===== src/rtl/mc_ctr_unit.sv =====
// mc_ctr_unit: multi-cycle MIPS control unit.
// Sequences each instruction over 3-5 cycles and drives the shared-ALU /
// unified-memory datapath. Adds a mem_ready handshake with a watchdog, an
// illegal-instruction trap and a per-instruction completion pulse.
// Optional feature macro: MC_CTR_JUMP_EN (opcode 000010 decodes to JUMP).
module mc_ctr_unit #(
   parameter int unsigned ALUCW   = 3,
   parameter int unsigned TIMEOUT = 16
) (
   input  logic             clk,
   input  logic             rst_n,
   input  logic [5:0]       opcode,
   input  logic [5:0]       funct,
   input  logic             mem_ready,
   output logic             mem_req,
   output logic             IorD,
   output logic             MemWrite,
   output logic             IRWrite,
   output logic             PCWrite,
   output logic             Branch,
   output logic [1:0]       PCSrc,
   output logic             ALUSrcA,
   output logic [1:0]       ALUSrcB,
   output logic             RegDst,
   output logic             MemtoReg,
   output logic             RegWrite,
   output logic [ALUCW-1:0] ALUControl,
   output logic             instr_done,
   output logic             illegal,
   output logic             timeout,
   output logic [3:0]       state
);

   localparam int unsigned CW = (TIMEOUT > 0) ? $clog2(TIMEOUT + 1) : 1;

   localparam logic [5:0] OP_RTYPE = 6'b000000;
   localparam logic [5:0] OP_LW    = 6'b100011;
   localparam logic [5:0] OP_SW    = 6'b101011;
   localparam logic [5:0] OP_BEQ   = 6'b000100;
   localparam logic [5:0] OP_ADDI  = 6'b001000;
   localparam logic [5:0] OP_ANDI  = 6'b001100;
`ifdef MC_CTR_JUMP_EN
   localparam logic [5:0] OP_J     = 6'b000010;
`endif

   localparam logic [5:0] FN_ADD = 6'b100000;
   localparam logic [5:0] FN_SUB = 6'b100010;
   localparam logic [5:0] FN_AND = 6'b100100;
   localparam logic [5:0] FN_OR  = 6'b100101;
   localparam logic [5:0] FN_SLT = 6'b101010;

   localparam logic [ALUCW-1:0] ALU_AND = ALUCW'(3'b000);
   localparam logic [ALUCW-1:0] ALU_OR  = ALUCW'(3'b001);
   localparam logic [ALUCW-1:0] ALU_ADD = ALUCW'(3'b010);
   localparam logic [ALUCW-1:0] ALU_SUB = ALUCW'(3'b110);
   localparam logic [ALUCW-1:0] ALU_SLT = ALUCW'(3'b111);

   typedef enum logic [3:0] {
      S_RESET  = 4'd0,
      S_FETCH  = 4'd1,
      S_DECODE = 4'd2,
      S_MEMADR = 4'd3,
      S_MEMRD  = 4'd4,
      S_MEMWB  = 4'd5,
      S_MEMWR  = 4'd6,
      S_RTYPE  = 4'd7,
      S_ALUWB  = 4'd8,
      S_BEQ    = 4'd9,
      S_IMMEX  = 4'd10,
      S_IMMWB  = 4'd11,
      S_JUMP   = 4'd12,
      S_TRAP   = 4'd13
   } state_t;

   state_t           state_r;
   state_t           state_nx;
   logic [CW-1:0]    wd_cnt;
   logic             illegal_r;
   logic             timeout_r;
   logic             set_illegal;
   logic             set_timeout;
   logic             waiting;
   logic             wd_expire;
   logic             funct_ok;
   logic [ALUCW-1:0] alu_rtype;

   assign state   = state_r;
   assign illegal = illegal_r;
   assign timeout = timeout_r;

   // A memory request is outstanding and memory has not answered this cycle
   assign waiting   = mem_req && !mem_ready;
   assign wd_expire = (TIMEOUT > 0) && waiting && (wd_cnt == CW'(TIMEOUT - 1));

   // R-type funct decode: legality and ALU operation
   always_comb begin
      funct_ok  = 1'b1;
      alu_rtype = ALU_ADD;
      case (funct)
         FN_ADD:  alu_rtype = ALU_ADD;
         FN_SUB:  alu_rtype = ALU_SUB;
         FN_AND:  alu_rtype = ALU_AND;
         FN_OR:   alu_rtype = ALU_OR;
         FN_SLT:  alu_rtype = ALU_SLT;
         default: funct_ok  = 1'b0;
      endcase
   end

   // State register
   always_ff @(posedge clk or negedge rst_n) begin
      if (!rst_n) state_r <= S_RESET;
      else        state_r <= state_nx;
   end

   // Next-state logic; watchdog expiry overrides any wait-state self-loop
   always_comb begin
      state_nx    = state_r;
      set_illegal = 1'b0;
      set_timeout = 1'b0;
      case (state_r)
         S_RESET:  state_nx = S_FETCH;
         S_FETCH:  if (mem_ready) state_nx = S_DECODE;
         S_DECODE: begin
            case (opcode)
               OP_LW, OP_SW:     state_nx = S_MEMADR;
               OP_RTYPE: begin
                  if (funct_ok) begin
                     state_nx = S_RTYPE;
                  end else begin
                     state_nx    = S_TRAP;
                     set_illegal = 1'b1;
                  end
               end
               OP_BEQ:           state_nx = S_BEQ;
               OP_ADDI, OP_ANDI: state_nx = S_IMMEX;
`ifdef MC_CTR_JUMP_EN
               OP_J:             state_nx = S_JUMP;
`endif
               default: begin
                  state_nx    = S_TRAP;
                  set_illegal = 1'b1;
               end
            endcase
         end
         S_MEMADR: state_nx = (opcode == OP_SW) ? S_MEMWR : S_MEMRD;
         S_MEMRD:  if (mem_ready) state_nx = S_MEMWB;
         S_MEMWB:  state_nx = S_FETCH;
         S_MEMWR:  if (mem_ready) state_nx = S_FETCH;
         S_RTYPE:  state_nx = S_ALUWB;
         S_ALUWB:  state_nx = S_FETCH;
         S_BEQ:    state_nx = S_FETCH;
         S_IMMEX:  state_nx = S_IMMWB;
         S_IMMWB:  state_nx = S_FETCH;
         S_JUMP:   state_nx = S_FETCH;
         S_TRAP:   state_nx = S_TRAP;
         default:  state_nx = S_RESET;
      endcase
      if (wd_expire) begin
         state_nx    = S_TRAP;
         set_timeout = 1'b1;
      end
   end

   // Datapath controls decoded from the registered state
   always_comb begin
      mem_req    = 1'b0;
      IorD       = 1'b0;
      MemWrite   = 1'b0;
      IRWrite    = 1'b0;
      PCWrite    = 1'b0;
      Branch     = 1'b0;
      PCSrc      = 2'b00;
      ALUSrcA    = 1'b0;
      ALUSrcB    = 2'b00;
      RegDst     = 1'b0;
      MemtoReg   = 1'b0;
      RegWrite   = 1'b0;
      ALUControl = '0;
      instr_done = 1'b0;
      case (state_r)
         S_FETCH: begin
            mem_req    = 1'b1;
            IRWrite    = mem_ready;
            PCWrite    = mem_ready;
            ALUSrcB    = 2'b01;
            ALUControl = ALU_ADD;
         end
         S_DECODE: begin
            ALUSrcB    = 2'b11;
            ALUControl = ALU_ADD;
         end
         S_MEMADR: begin
            ALUSrcA    = 1'b1;
            ALUSrcB    = 2'b10;
            ALUControl = ALU_ADD;
         end
         S_MEMRD: begin
            mem_req = 1'b1;
            IorD    = 1'b1;
         end
         S_MEMWB: begin
            MemtoReg   = 1'b1;
            RegWrite   = 1'b1;
            instr_done = 1'b1;
         end
         S_MEMWR: begin
            mem_req    = 1'b1;
            IorD       = 1'b1;
            MemWrite   = 1'b1;
            instr_done = mem_ready;
         end
         S_RTYPE: begin
            ALUSrcA    = 1'b1;
            ALUSrcB    = 2'b00;
            ALUControl = alu_rtype;
         end
         S_ALUWB: begin
            RegDst     = 1'b1;
            RegWrite   = 1'b1;
            instr_done = 1'b1;
         end
         S_BEQ: begin
            ALUSrcA    = 1'b1;
            ALUControl = ALU_SUB;
            Branch     = 1'b1;
            PCSrc      = 2'b01;
            instr_done = 1'b1;
         end
         S_IMMEX: begin
            ALUSrcA    = 1'b1;
            ALUSrcB    = 2'b10;
            ALUControl = (opcode == OP_ANDI) ? ALU_AND : ALU_ADD;
         end
         S_IMMWB: begin
            RegWrite   = 1'b1;
            instr_done = 1'b1;
         end
`ifdef MC_CTR_JUMP_EN
         S_JUMP: begin
            PCSrc      = 2'b10;
            PCWrite    = 1'b1;
            instr_done = 1'b1;
         end
`endif
         default: ;
      endcase
   end

   // Watchdog counter: restarts on every state change, counts unanswered requests
   always_ff @(posedge clk or negedge rst_n) begin
      if (!rst_n)                    wd_cnt <= '0;
      else if (state_nx != state_r)  wd_cnt <= '0;
      else if (waiting)              wd_cnt <= wd_cnt + CW'(1);
   end

   // Sticky trap cause flags
   always_ff @(posedge clk or negedge rst_n) begin
      if (!rst_n) begin
         illegal_r <= 1'b0;
         timeout_r <= 1'b0;
      end else begin
         if (set_illegal) illegal_r <= 1'b1;
         if (set_timeout) timeout_r <= 1'b1;
      end
   end

endmodule


===== config.mk =====
export PLATFORM = sky130hd
export DESIGN_NAME = mc_ctr_unit
export DESIGN_NICKNAME = d
export VERILOG_FILES = /design/src/rtl/mc_ctr_unit.sv
export SDC_FILE = /design/constraint.sdc
export NUM_CORES = 1
export LEC_CHECK = 0
export BUFFER_PORTS_ARGS = -buffer_cell sky130_fd_sc_hd__buf_2
export CAP_MARGIN = 30
export CORE_MARGIN = 2
export CORE_UTILIZATION = 30
export CTS_CLUSTER_DIAMETER = 200
export DETAILED_ROUTE_END_ITERATION = 6
export GPL_ROUTABILITY_DRIVEN = 0
export PLACE_DENSITY = 0.58
export SLEW_MARGIN = 20
export SYNTH_ARGS = -nofsm -noshare
export SYNTH_HDL_FRONTEND = slang
export SYNTH_SLANG_ARGS = --single-unit

===== constraint.sdc =====
create_clock -name clk -period 6.31 [get_ports clk]
set_clock_uncertainty 0.1 [all_clocks]
set_input_delay 0.631 -clock clk [delete_from_list [all_inputs] [get_ports clk]]
set_output_delay 0.631 -clock clk [all_outputs]
set_load 0.01 [all_outputs]

Word level (Yosys, flattened, before mapping)
Index checks and enable logic that the tools add are counted.
{"block": "word_totals", "ram_bits": 0, "latch_bits": 0, "mem_count": 0, "input_bits": 15, "word_cells": 78, "romBits": 0, "reg_bits": 11}
{"block": "op_classes", "multipliers": 0, "n_shift": 0, "add_sub_neg": 1, "magnitude_cmp": 0, "div": 0, "n_bitwise": 0, "reduce_logical": 18, "n_mux": 30, "eq_ne": 25}
{"op": "6-bit == test, second input constant", "count": 7}
{"op": "4-bit case mux with 9 select lines", "count": 1}
{"op": "4-bit == test, second input constant", "count": 6}
{"op": "3-bit case mux with 4 select lines", "count": 2}
{"op": "4-bit 2-to-1 mux", "count": 5}
{"op": "4-bit by 3-bit == test with 1-bit output, second input constant", "count": 4}
{"op": "4-bit case mux with 4 select lines", "count": 1}
{"op": "1-bit 2-to-1 mux", "count": 14}
{"op": "6-bit by 4-bit == test with 1-bit output, second input constant", "count": 2}
{"op": "5-bit 2-to-1 mux", "count": 2}
{"op": "5-bit OR reduction", "count": 2}
{"op": "3-bit OR reduction", "count": 3}
{"op": "4-bit by 2-bit == test with 1-bit output, second input constant", "count": 2}
{"op": "2-bit OR reduction", "count": 4}
{"op": "4-bit OR reduction", "count": 2}
{"op": "6-bit by 3-bit == test with 1-bit output, second input constant", "count": 1}
{"op": "6-bit zero test", "count": 1}
{"op": "2-bit case mux with 3 select lines", "count": 1}
{"op": "6-bit OR reduction", "count": 1}
{"op": "5-bit by 1-bit adder with 5-bit output, second input constant", "count": 1}
{"op": "5-bit by 4-bit == test with 1-bit output, second input constant", "count": 1}
{"op": "4-bit by 1-bit == test with 1-bit output, second input constant", "count": 1}
{"op": "4-bit zero test", "count": 1}
{"op": "2-bit 2-to-1 mux", "count": 2}
{"op": "other kinds (5)", "count": 7}

Longest topological paths before layout
Gate-level depths: netlist of the first run.
{"block": "logic_depth", "word_depth": 9, "mapped_depth": 8, "mapped_depth_nobuf": 8}

Least setup slack after synthesis of the first run
No wires, ideal clock.
{"block": "synth_path", "path_kind": "register to register", "start": "register wd_cnt[0]", "end": "register wd_cnt[0]", "setup_ps": 94, "arrival_ps": 2098, "required_time_ps": 6116, "stages_incl_launch_ff": 8, "setup_slack_ps": 4018, "cell_sequence": "dfrtp_1 > ha_1 > and3_1 > ha_1 > nor2b_1 > a221o_1 > or3_4 > a211oi_1"}
{"block": "synth_between", "elab_chain_len": 5}
{"element": "start, declared", "line_no": "77", "source": "logic [CW-1:0] wd_cnt;"}
{"element": "start signal, assigned", "line_no": "253", "source": "else if (waiting) wd_cnt <= wd_cnt + CW'(1);"}
{"element": "5-bit by 4-bit == test with 1-bit output", "line_no": "93", "source": "assign wd_expire = (TIMEOUT > 0) && waiting && (wd_cnt == CW'(TIMEOUT - 1));"}
{"element": "1-bit logical AND", "line_no": "93"}
{"element": "4-bit 2-to-1 mux", "line_no": "158", "source": "if (wd_expire) begin"}
{"element": "4-bit inequality test", "line_no": "252", "source": "else if (state_nx != state_r) wd_cnt <= '0;"}
{"element": "5-bit 2-to-1 mux / 2-bit nonzero test (equally long branches)"}
Several ways; a longest one is shown, not always the timed one. The select of a mux whose other input is x is not followed.
A chain may end at the register's enable or synchronous reset.

Worst setup path after layout of the first run
{"block": "layout_path", "start": "register state_r[3] (netlist: state[3])", "end": "output port RegWrite"}
{"block": "layout_between", "elab_chain_len": 3}
{"element": "start, declared", "line_no": "75", "source": "state_t state_r;"}
{"element": "start signal, assigned", "line_no": "112", "source": "else state_r <= state_nx;"}
{"element": "4-bit == test / 4-bit by 3-bit == test with 1-bit output (equally long branches)", "line_no": "180", "source": "case (state_r)"}
{"element": "3-bit OR reduction (no line) (*)"}
{"element": "1-bit 2-to-1 mux (*)", "line_no": "180"}
{"element": "end, declared", "line_no": "26", "source": "output logic RegWrite,"}
Mark *: on every way between the ends. The rest lies on a longest branch, timed or not.

==> run_results.csv, run 1 <==
group,metric,value,unit
sta,fmax,367,MHz
critical_path,critical_path.endpoint,"RegWrite",
clock_tree,postCtsSetupBuffers,0,
clock_tree,cts.sinks,11,
layout,fin_nets,197,
yosys,synth-seq-area-share,0.230,
yosys,yosys_register_bits,11,
floorplan,boundaryPins,39,
yosys,synth_top_area_share,0.230,
yosys,syn_area_per_cell,7.91,um2
yosys,synth_most_common_cell,"nor2_1",
grt,grt_pass1_vias,1041,
sta,setup_viol,0,
floorplan,core-area,3740,um2
layout,num_antenna_cells,0,
layout,final_core_util,0.378,
critical_path,critPathMaxFanout,25,
grt,overflow,0,
sta,finalCriticalPeriod,2720,ps
sta,relSlewSlack,0.526,
critical_path,cp-start-kind,"flop",
critical_path,cpPeakStageDelay,780,ps
floorplan,dieWidth,67.1,um
yosys,syn_area,1190,um2
clock_tree,cts_buffers,3,
yosys,synthCells,151,
yosys,syn-num-nets,168,
grt,track_usage,0.137,
power_and_ir_drop,powerDensity,411,nW/um2
sta,grt_setup_unrepaired,"false",
power_and_ir_drop,p_int,0.000286,W
drt,wl_per_cell,13.2,um
grt,grt_pass1_wl,4860,um
critical_path,arrival,1990,ps
power_and_ir_drop,irDropWorstVdd,0.217,mV
clock_tree,cts_resized,0,
sta,worst_pin_slew,710,ps
placement,port_buffers,37,
drt,routed_wirelength,2990,um
power_and_ir_drop,comb_power_share,0.601,
flow_run,max_cap_violations,0,
drt,num_vias,1201,
yosys,synth_edf_count,0,
worst_hold_path,hp-class,"in2async",
power_and_ir_drop,sw_frac_of_total,0.508,
sta,finalHoldViolations,0,
clock_tree,cts_max_path_buffers,2,
drt,remaining_drc_errors,0,
yosys,async_flop_share,1.00,
layout,drive_gt1_frac,0.279,
critical_path,crit_path_start,"state[3]",
critical_path,cp.required,5580,ps
run_status,run_status,"finished clean",
grt,gr-usage-met2,0.223,
power_and_ir_drop,p_leak,0.642,nW
layout,syn2layout_area_growth,18.3,%
drt,viasPerCell,5.29,
critical_path,critPathSlowestCell,"dfrtp_1",
clock_tree,clock_latency,240,ps
drt,drtIter0Drc,35,
critical_path,r2r_slack,3800,ps
critical_path,timing.rr.start,"wd_cnt[0]",
grt,grt_antenna_before_repair,0,
power_and_ir_drop,clkPwrFrac,0.121,
power_and_ir_drop,p_seq_frac,0.278,
grt,top_usage_layer,"met2",
critical_path,critical_path_class,"reg2out",
critical_path,timing.rr.end,"wd_cnt[0]",
yosys,synth.cells.most_frequent,"nor2_1 (17), dfrtp_1 (11), nand2_1 (8), nor2b_1 (8), a21oi_1 (7)",
critical_path,worst_r2r_path_depth,7,
drt,drt_pass1_iterations,4,
clock_tree,root_buffer,"clkbuf_8",
yosys,yosys_warnings,0,
grt,use_met3,0.0253,
power_and_ir_drop,switchingPower,0.000295,W
grt,grtUsageMet1,0.191,
yosys,ys_top_cells_by_area,"dfrtp_1 (23%), nor2_1 (5.3%), nor2b_1 (4.2%), a21oi_1 (2.9%), nand2b_1 (2.6%)",
floorplan,rows,22,
sta,finalSetupTns,0,ps
clock_tree,clk_pin_slew_worst_paths,50,ps
placement,dp_hpwl,2220,um
layout,fillers,430,
yosys,ys_types,57,
sta,fin_crit_sh,0.432,
clock_tree,htree_levels,1,
critical_path,worstPathCellList,"or2b_1 > o21ai_1 > inv_1 > o22ai_1 > buf_2",
critical_path,crit_path_end_kind,"output port",
yosys,synth_ff_type,"dfrtp_1",
floorplan,die_y,67.1,um
clock_tree,cts_tree,"done",
floorplan,die_area,4500,um2
sta,slew_violations,0,
yosys,synth.largest_area_cell,"dfrtp_1",
clock_tree,cts_hold_buf,0,
drt,ant_nets,0,
floorplan,start_util,0.319,
grt,grt_start_max_net_pins,26,
cell usage in the layout (no fill, tap or decap), types with 3 or more instances in the layout:
cell / instances
nand3_1: 3
o21a_1: 3
o21ai_1: 3
nor2_1: 17
dfrtp_1: 11
nand2b_1: 5
nor3_1: 4
nand2_1: 8
nor3b_1: 3
inv_1: 6
nor2b_1: 8
a22oi_1: 3
o22ai_1: 3
clkbuf_8: 3
a21oi_1: 7
o21ai_0: 5
buf_2: 37
a211oi_1: 4
worst max-delay path: cells and delay by family (launching register included):
| family | cells | cell delay (ps) |
|---|---|---|
| flip-flops | 1 | 780 |
| AND/OR/NAND/NOR | 1 | 420 |
| AO/OA/AOI/OAI | 2 | 330 |
| buffers and inverters | 2 | 220 |
metal layers:
layer,up-vias,routed length [um]
met2,23,1420
met1,565,1450
met5,-,0
li1,608,-
met3,5,97
met4,0,23
flip-flops by register name, indices dropped and copies added, names as in the netlist:
| name | cells |
|---|---|
| wd_cnt | 5 |
| state | 4 |
| illegal | 1 |
| timeout | 1 |
how the worst min path moves through the flow:
stage | start | end | slack (ps)
final | rst_n | wd_cnt[1] | 150
after global routing | rst_n | wd_cnt[1] | 170
after CTS | rst_n | wd_cnt[1] | 160
after detailed placement | illegal | illegal | 340
after global placement | illegal | illegal | 340
after floorplan | rst_n | illegal | 240
through the flow:
stage / setup WS [ps] / hold slack, ps / total power (W) / std cells / cell area, um2
detailed placement: 3730 / 339 / 0.000513 / 223 / 1370
CTS: 3570 / 156 / 0.000585 / 227 / 1410
finish: 3590 / 148 / 0.000581 / 227 / 1410
global placement: 3750 / 343 / 0.000517 / 223 / 1370
global route: 3410 / 169 / 0.000634 / 227 / 1410
floorplan: 4020 / 235 / 0.000409 / 151 / 1190
cell type report:
cell class                      instances  area (um2)  share of cell area
Multi-Input combinational cell        121         825               0.583
Sequential cell                        11         275               0.195
Timing Repair Buffer                   37         185               0.131
Tap cell                               48        60.1              0.0425
Clock buffer                            3        41.3              0.0292
Inverter                                6        22.5              0.0159
Clock inverter                          1        5.00             0.00354
power groups by stage:
stage / registers (W) / logic, W / clock network (W)
detailed placement: 0.000161 / 0.000352 / 0
floorplan: 0.000112 / 0.000297 / 0
CTS: 0.000159 / 0.000354 / 0.0000723
global route: 0.000169 / 0.000389 / 0.0000764
finish: 0.000162 / 0.000349 / 0.0000703
global placement: 0.000163 / 0.000354 / 0
cell families after synthesis:
| family | share of synthesized area |
|---|---|
| xor gates and xnor gates | 0.0220 |
| other | 0.00314 |
| buffers and inverters | 0.0796 |
| adders and majority gates | 0.0209 |
| DFF | 0.230 |
| and+or+nand+nor | 0.329 |
| muxes | 0.0168 |
| AOI/OAI and AO/OA | 0.298 |
(Power assumes the default switching activity.)
==> run 2, diff against run 1 <==
==> constraint.sdc (replaced) <==
create_clock -name clk -period 2.8 [get_ports clk]
set_clock_uncertainty 0.1 [all_clocks]
set_input_delay 0.28 -clock clk [delete_from_list [all_inputs] [get_ports clk]]
set_output_delay 0.28 -clock clk [all_outputs]
set_load 0.01 [all_outputs]
==> run_results.csv, run 2 (synthesized netlist as in run 1, its figures left out) <==
group,metric,value,unit
clock_tree,htree_levels,1,
power_and_ir_drop,irDropWorstVdd,0.267,mV
grt,grt_start_max_net_pins,20,
grt,top_usage_layer,"met2",
critical_path,worstPathCellList,"ha_1 > and3_1 > ha_1 > nor2b_1 > a221o_1 > or3_4 > a211oi_1",
critical_path,critPathSlowestCell,"dfrtp_1",
sta,worst_pin_slew,520,ps
placement,port_buffers,37,
floorplan,dieWidth,67.1,um
flow_run,max_cap_violations,0,
clock_tree,clock_latency,240,ps
grt,grt_pass1_vias,1124,
power_and_ir_drop,power,0.00139,W
clock_tree,clk_pin_slew_worst_paths,50,ps
layout,stdcell_area,1480,um2
placement,dp.cells,230,
sta,fmax,411,MHz
drt,ant_nets,0,
grt,grt_pass1_wl,5080,um
critical_path,crit_family,"simple AND/OR/NAND/NOR gates",
placement,dp_hpwl,2510,um
critical_path,critPathMaxFanout,6,
grt,gr-usage-met2,0.241,
drt,num_vias,1259,
critical_path,arrival,2480,ps
critical_path,critical_path_class,"reg2reg",
critical_path,cpPeakStageDelay,400,ps
drt,routed_wirelength,3120,um
sta,grt_setup_unrepaired,"false",
power_and_ir_drop,p_leak,0.678,nW
grt,grt_antenna_before_repair,0,
clock_tree,cts_buffers,3,
clock_tree,postCtsSetupBuffers,0,
layout,largest_register,"wd_cnt",
clock_tree,root_buffer,"clkbuf_8",
layout,largest_reg_flops,5,
sta,fin_ws,370,ps
grt,use_met3,0.0321,
sta,finalSetupTns,0,ps
sta,finalCriticalPeriod,2430,ps
floorplan,die_y,67.1,um
drt,wl_per_cell,13.3,um
drt,drt_pass1_iterations,4,
layout,final_common_cell,"buf_2",
floorplan,core-area,3740,um2
layout,fin_nets,205,
floorplan,boundaryPins,39,
drt,drtIter0Drc,41,
layout,syn2layout_area_growth,23.5,%
power_and_ir_drop,powerDensity,941,nW/um2
drt,remaining_drc_errors,0,
grt,track_usage,0.145,
floorplan,rows,22,
floorplan,start_util,0.319,
critical_path,crit_top_cell,"ha_1",
layout,fillers,402,
sta,slew_violations,0,
sta,fin_crit_sh,0.868,
clock_tree,cts_tree,"done",
layout,final_cells,235,
critical_path,path_buf_inv,0,
layout,drive_gt1_frac,0.299,
layout,mostFrequentLayoutCells,"buf_2 (37), nor2_1 (17), dfrtp_1 (11)",
floorplan,die_area,4500,um2
clock_tree,cts.sinks,11,
grt,grtUsageMet1,0.196,
critical_path,cp-start-kind,"flop",
drt,viasPerCell,5.36,
critical_path,cp.required,2850,ps
sta,relSlewSlack,0.654,
critical_path,crit_path_end_kind,"flop",
sta,setup_viol,0,
sta,finalHoldViolations,0,
grt,overflow,0,
run_status,run_status,"finished clean",
placement,placed_area,1420,um2
worst_hold_path,hp-class,"in2async",
placement,pre_cts_slack,374,ps
layout,num_antenna_cells,0,
clock_tree,cts_max_path_buffers,2,
run 2: changes by cell type in the layout (fill, tap and decap cells not counted), sizes merged:
cell	previous run	this run
buf	37	44
clkbuf	3	4
clkinv	1	0
dlygate4sd3	0	1
run 2: worst reg2reg max path, cell delays in order (launching register included):
cell and delay [ps]:
dfrtp_1 400, ha_1 210, and3_1 180, ha_1 250, nor2b_1 180, a221o_1 380, or3_4 400, a211oi_1 230
run 2: metal layers:
metal  share of wire  vias up
met1            0.47      602
met3           0.039        0
li1                -      624
met4               0        0
met5               0        -
met2            0.49       33
run 2: metrics by stage:
stage          hold WS [ps]   util
6_report                338  0.394
2_1_floorplan          -116      -
4_1_cts                 344  0.394
3_5_place_dp           63.0  0.379
3_3_place_gp           60.3  0.379
5_1_grt                 349  0.394
run 2: cell type report:
type                            instances  area (um2)  share of cell area
Clock buffer                            4        45.0              0.0305
Sequential cell                        11         275               0.187
Timing Repair Buffer                   45         248               0.168
Tap cell                               48        60.1              0.0407
Multi-Input combinational cell        121         825               0.559
Inverter                                6        22.5              0.0153
run 2: where the power goes:
group / total [W] / internal [W] / switching [W]
combinational: 0.000923 / 0.000401 / 0.000522
clock: 0.000158 / 0.0000998 / 0.0000578
sequential: 0.000307 / 0.000200 / 0.000107
total: 0.00139 / 0.000701 / 0.000687
run 2: path summary, 6_finish.rpt:
kind                             end  slack [ps]  startpoint  depth (start not counted)
max in group asynchronous    illegal        2060       rst_n                          2
max                        wd_cnt[1]         370   wd_cnt[0]                          7
min in group clk             timeout         370     timeout                          1
min                        wd_cnt[2]         340       rst_n                          2
min reg2reg                  timeout         370     timeout                          1
max reg2reg                wd_cnt[1]         370   wd_cnt[0]                          7
run 2: timing repair:
item | CTS | global route
gates resized for setup | 0 | 0
hold buffers | 1 | 0
hold endpoints to repair | 11 | 0
==> run 3, diff against run 2 <==
--- a/config.mk
+++ b/config.mk
@@ -13,6 +13,7 @@
 export DETAILED_ROUTE_END_ITERATION = 6
 export GPL_ROUTABILITY_DRIVEN = 0
 export PLACE_DENSITY = 0.58
+export RECOVER_POWER = 100
 export SLEW_MARGIN = 20
 export SYNTH_ARGS = -nofsm -noshare
 export SYNTH_HDL_FRONTEND = slang
==> run_results.csv, run 3 (synthesized netlist as in run 1, its figures left out) <==
group,metric,value,unit
sta,fmax,406,MHz
layout,fin_nets,205,
run_status,run_status,"finished clean",
critical_path,crit_path_start,"wd_cnt[0]",
drt,routed_wirelength,3140,um
grt,grt_pass1_vias,1124,
critical_path,r2r_slack,340,ps
clock_tree,cts_hold_buf,1,
grt,grt_start_max_net_pins,20,
clock_tree,cts.sinks,11,
layout,fillers,419,
flow_run,max_cap_violations,0,
grt,grt_antenna_before_repair,0,
placement,dp_hpwl,2510,um
clock_tree,clock_latency,230,ps
drt,wl_per_cell,13.4,um
sta,setup_viol,0,
critical_path,cp.required,2850,ps
clock_tree,htree_levels,1,
floorplan,dieWidth,67.1,um
sta,slew_violations,0,
grt,overflow,0,
layout,syn2layout_area_growth,19.2,%
clock_tree,cts_resized,0,
sta,worst_pin_slew,576,ps
critical_path,crit_path_end_kind,"flop",
clock_tree,root_buffer,"clkbuf_8",
floorplan,boundaryPins,39,
worst_hold_path,whs_path_depth,1,
critical_path,worstPathCellList,"ha_1 > and3_1 > ha_1 > nor2b_1 > a221o_1 > or3_1 > a211oi_1",
critical_path,critPathMaxFanout,6,
layout,mostFrequentLayoutCells,"clkbuf_1 (26), nor2_1 (17), buf_2 (17)",
drt,drt_pass1_iterations,4,
sta,relSlewSlack,0.616,
placement,port_buffers,37,
floorplan,die_area,4500,um2
grt,track_usage,0.145,
sta,fin_ws,337,ps
grt,grt_pass1_wl,5080,um
layout,final_common_cell,"clkbuf_1",
worst_hold_path,hold_path.startpoint,"timeout",
layout,largest_register,"wd_cnt",
placement,pre_cts_slack,374,ps
clock_tree,cts_buffers,3,
sta,finalCriticalPeriod,2460,ps
clock_tree,cts_tree,"done",
critical_path,timing.rr.end,"wd_cnt[1]",
critical_path,worst_r2r_path_depth,7,
sta,fin_crit_sh,0.880,
power_and_ir_drop,p_leak,0.588,nW
drt,ant_nets,0,
power_and_ir_drop,powerDensity,927,nW/um2
power_and_ir_drop,irDropWorstVdd,0.239,mV
floorplan,core-area,3740,um2
sta,finalSetupTns,0,ps
worst_hold_path,hold_end,"timeout",
layout,drive_gt1_frac,0.155,
clock_tree,postCtsSetupBuffers,0,
critical_path,timing.rr.start,"wd_cnt[0]",
drt,viasPerCell,5.37,
drt,remaining_drc_errors,0,
floorplan,die_y,67.1,um
critical_path,cpPeakStageDelay,420,ps
floorplan,rows,22,
critical_path,crit_top_cell,"ha_1",
critical_path,cp-start-kind,"flop",
clock_tree,cts_max_path_buffers,2,
clock_tree,clk_pin_slew_worst_paths,50,ps
drt,drtIter0Drc,45,
worst_hold_path,hp-class,"reg2reg",
drt,num_vias,1263,
critical_path,arrival,2510,ps
layout,num_antenna_cells,0,
layout,largest_reg_flops,5,
floorplan,start_util,0.319,
sta,finalHoldViolations,0,
sta,grt_setup_unrepaired,"false",
critical_path,critPathSlowestCell,"or3_1",
critical_path,critical_path_class,"reg2reg",
-- run 3: cell count changes in the layout (fill, tap and decap cells not counted), sizes merged --
cell	delta
clkbuf	+25
buf	-25
-- run 3: stage by stage --
step / area, um2 / hold WS, ps / utilization / std cells / power (W)
after global placement: 1420 / 60.3 / 0.379 / 230 / 0.00124
after detailed placement: 1420 / 63.0 / 0.379 / 230 / 0.00123
after CTS: 1480 / 344 / 0.394 / 235 / 0.00140
after global routing: 1420 / 394 / 0.380 / 235 / 0.00146
final: 1420 / 374 / 0.380 / 235 / 0.00132
after floorplan: 1190 / -116 / - / 151 / 0.000922
-- run 3: cell type report --
cell class / count / area (um2) / area share
sequential: 11 / 275 / 0.193
tap: 48 / 60.1 / 0.0422
clock buffer: 4 / 45.0 / 0.0316
multi-input combinational: 121 / 817 / 0.574
inverter: 6 / 22.5 / 0.0158
timing repair buffer: 45 / 204 / 0.143
-- run 3: worst max-delay path by stage --
stage | cells after the start | end | slack, ps
detailed placement | 7 | wd_cnt[1] | 370
CTS | 7 | wd_cnt[1] | 360
finish | 7 | wd_cnt[1] | 340
floorplan | 7 | wd_cnt[0] | 510
global route | 7 | ALUSrcA | 150
global placement | 7 | wd_cnt[3] | 400
-- run 3: report_power, final --
group / switching [W] / internal (W)
registers: 0.000107 / 0.000200
clock network: 0.0000566 / 0.0000997
logic: 0.000527 / 0.000330
total: 0.000690 / 0.000629
-- run 3: per-layer routing --
| layer | part of all wire | vias up | track usage |
|---|---|---|---|
| li1 | - | 623 | - |
| met1 | 0.47 | 600 | 0.196 |
| met2 | 0.47 | 36 | 0.241 |
| met3 | 0.047 | 4 | 0.0321 |
| met4 | 0.0073 | 0 | 0.0179 |
| met5 | 0 | - | 0 |
-- run 3: critical path, delay by kind of cell, from the launching register on --
family                     cells  cell delay, ps
and+or+nand+nor                3             780
AOI/OAI and AO/OA              2             620
adders and majority gates      2             460
DFF                            1             400
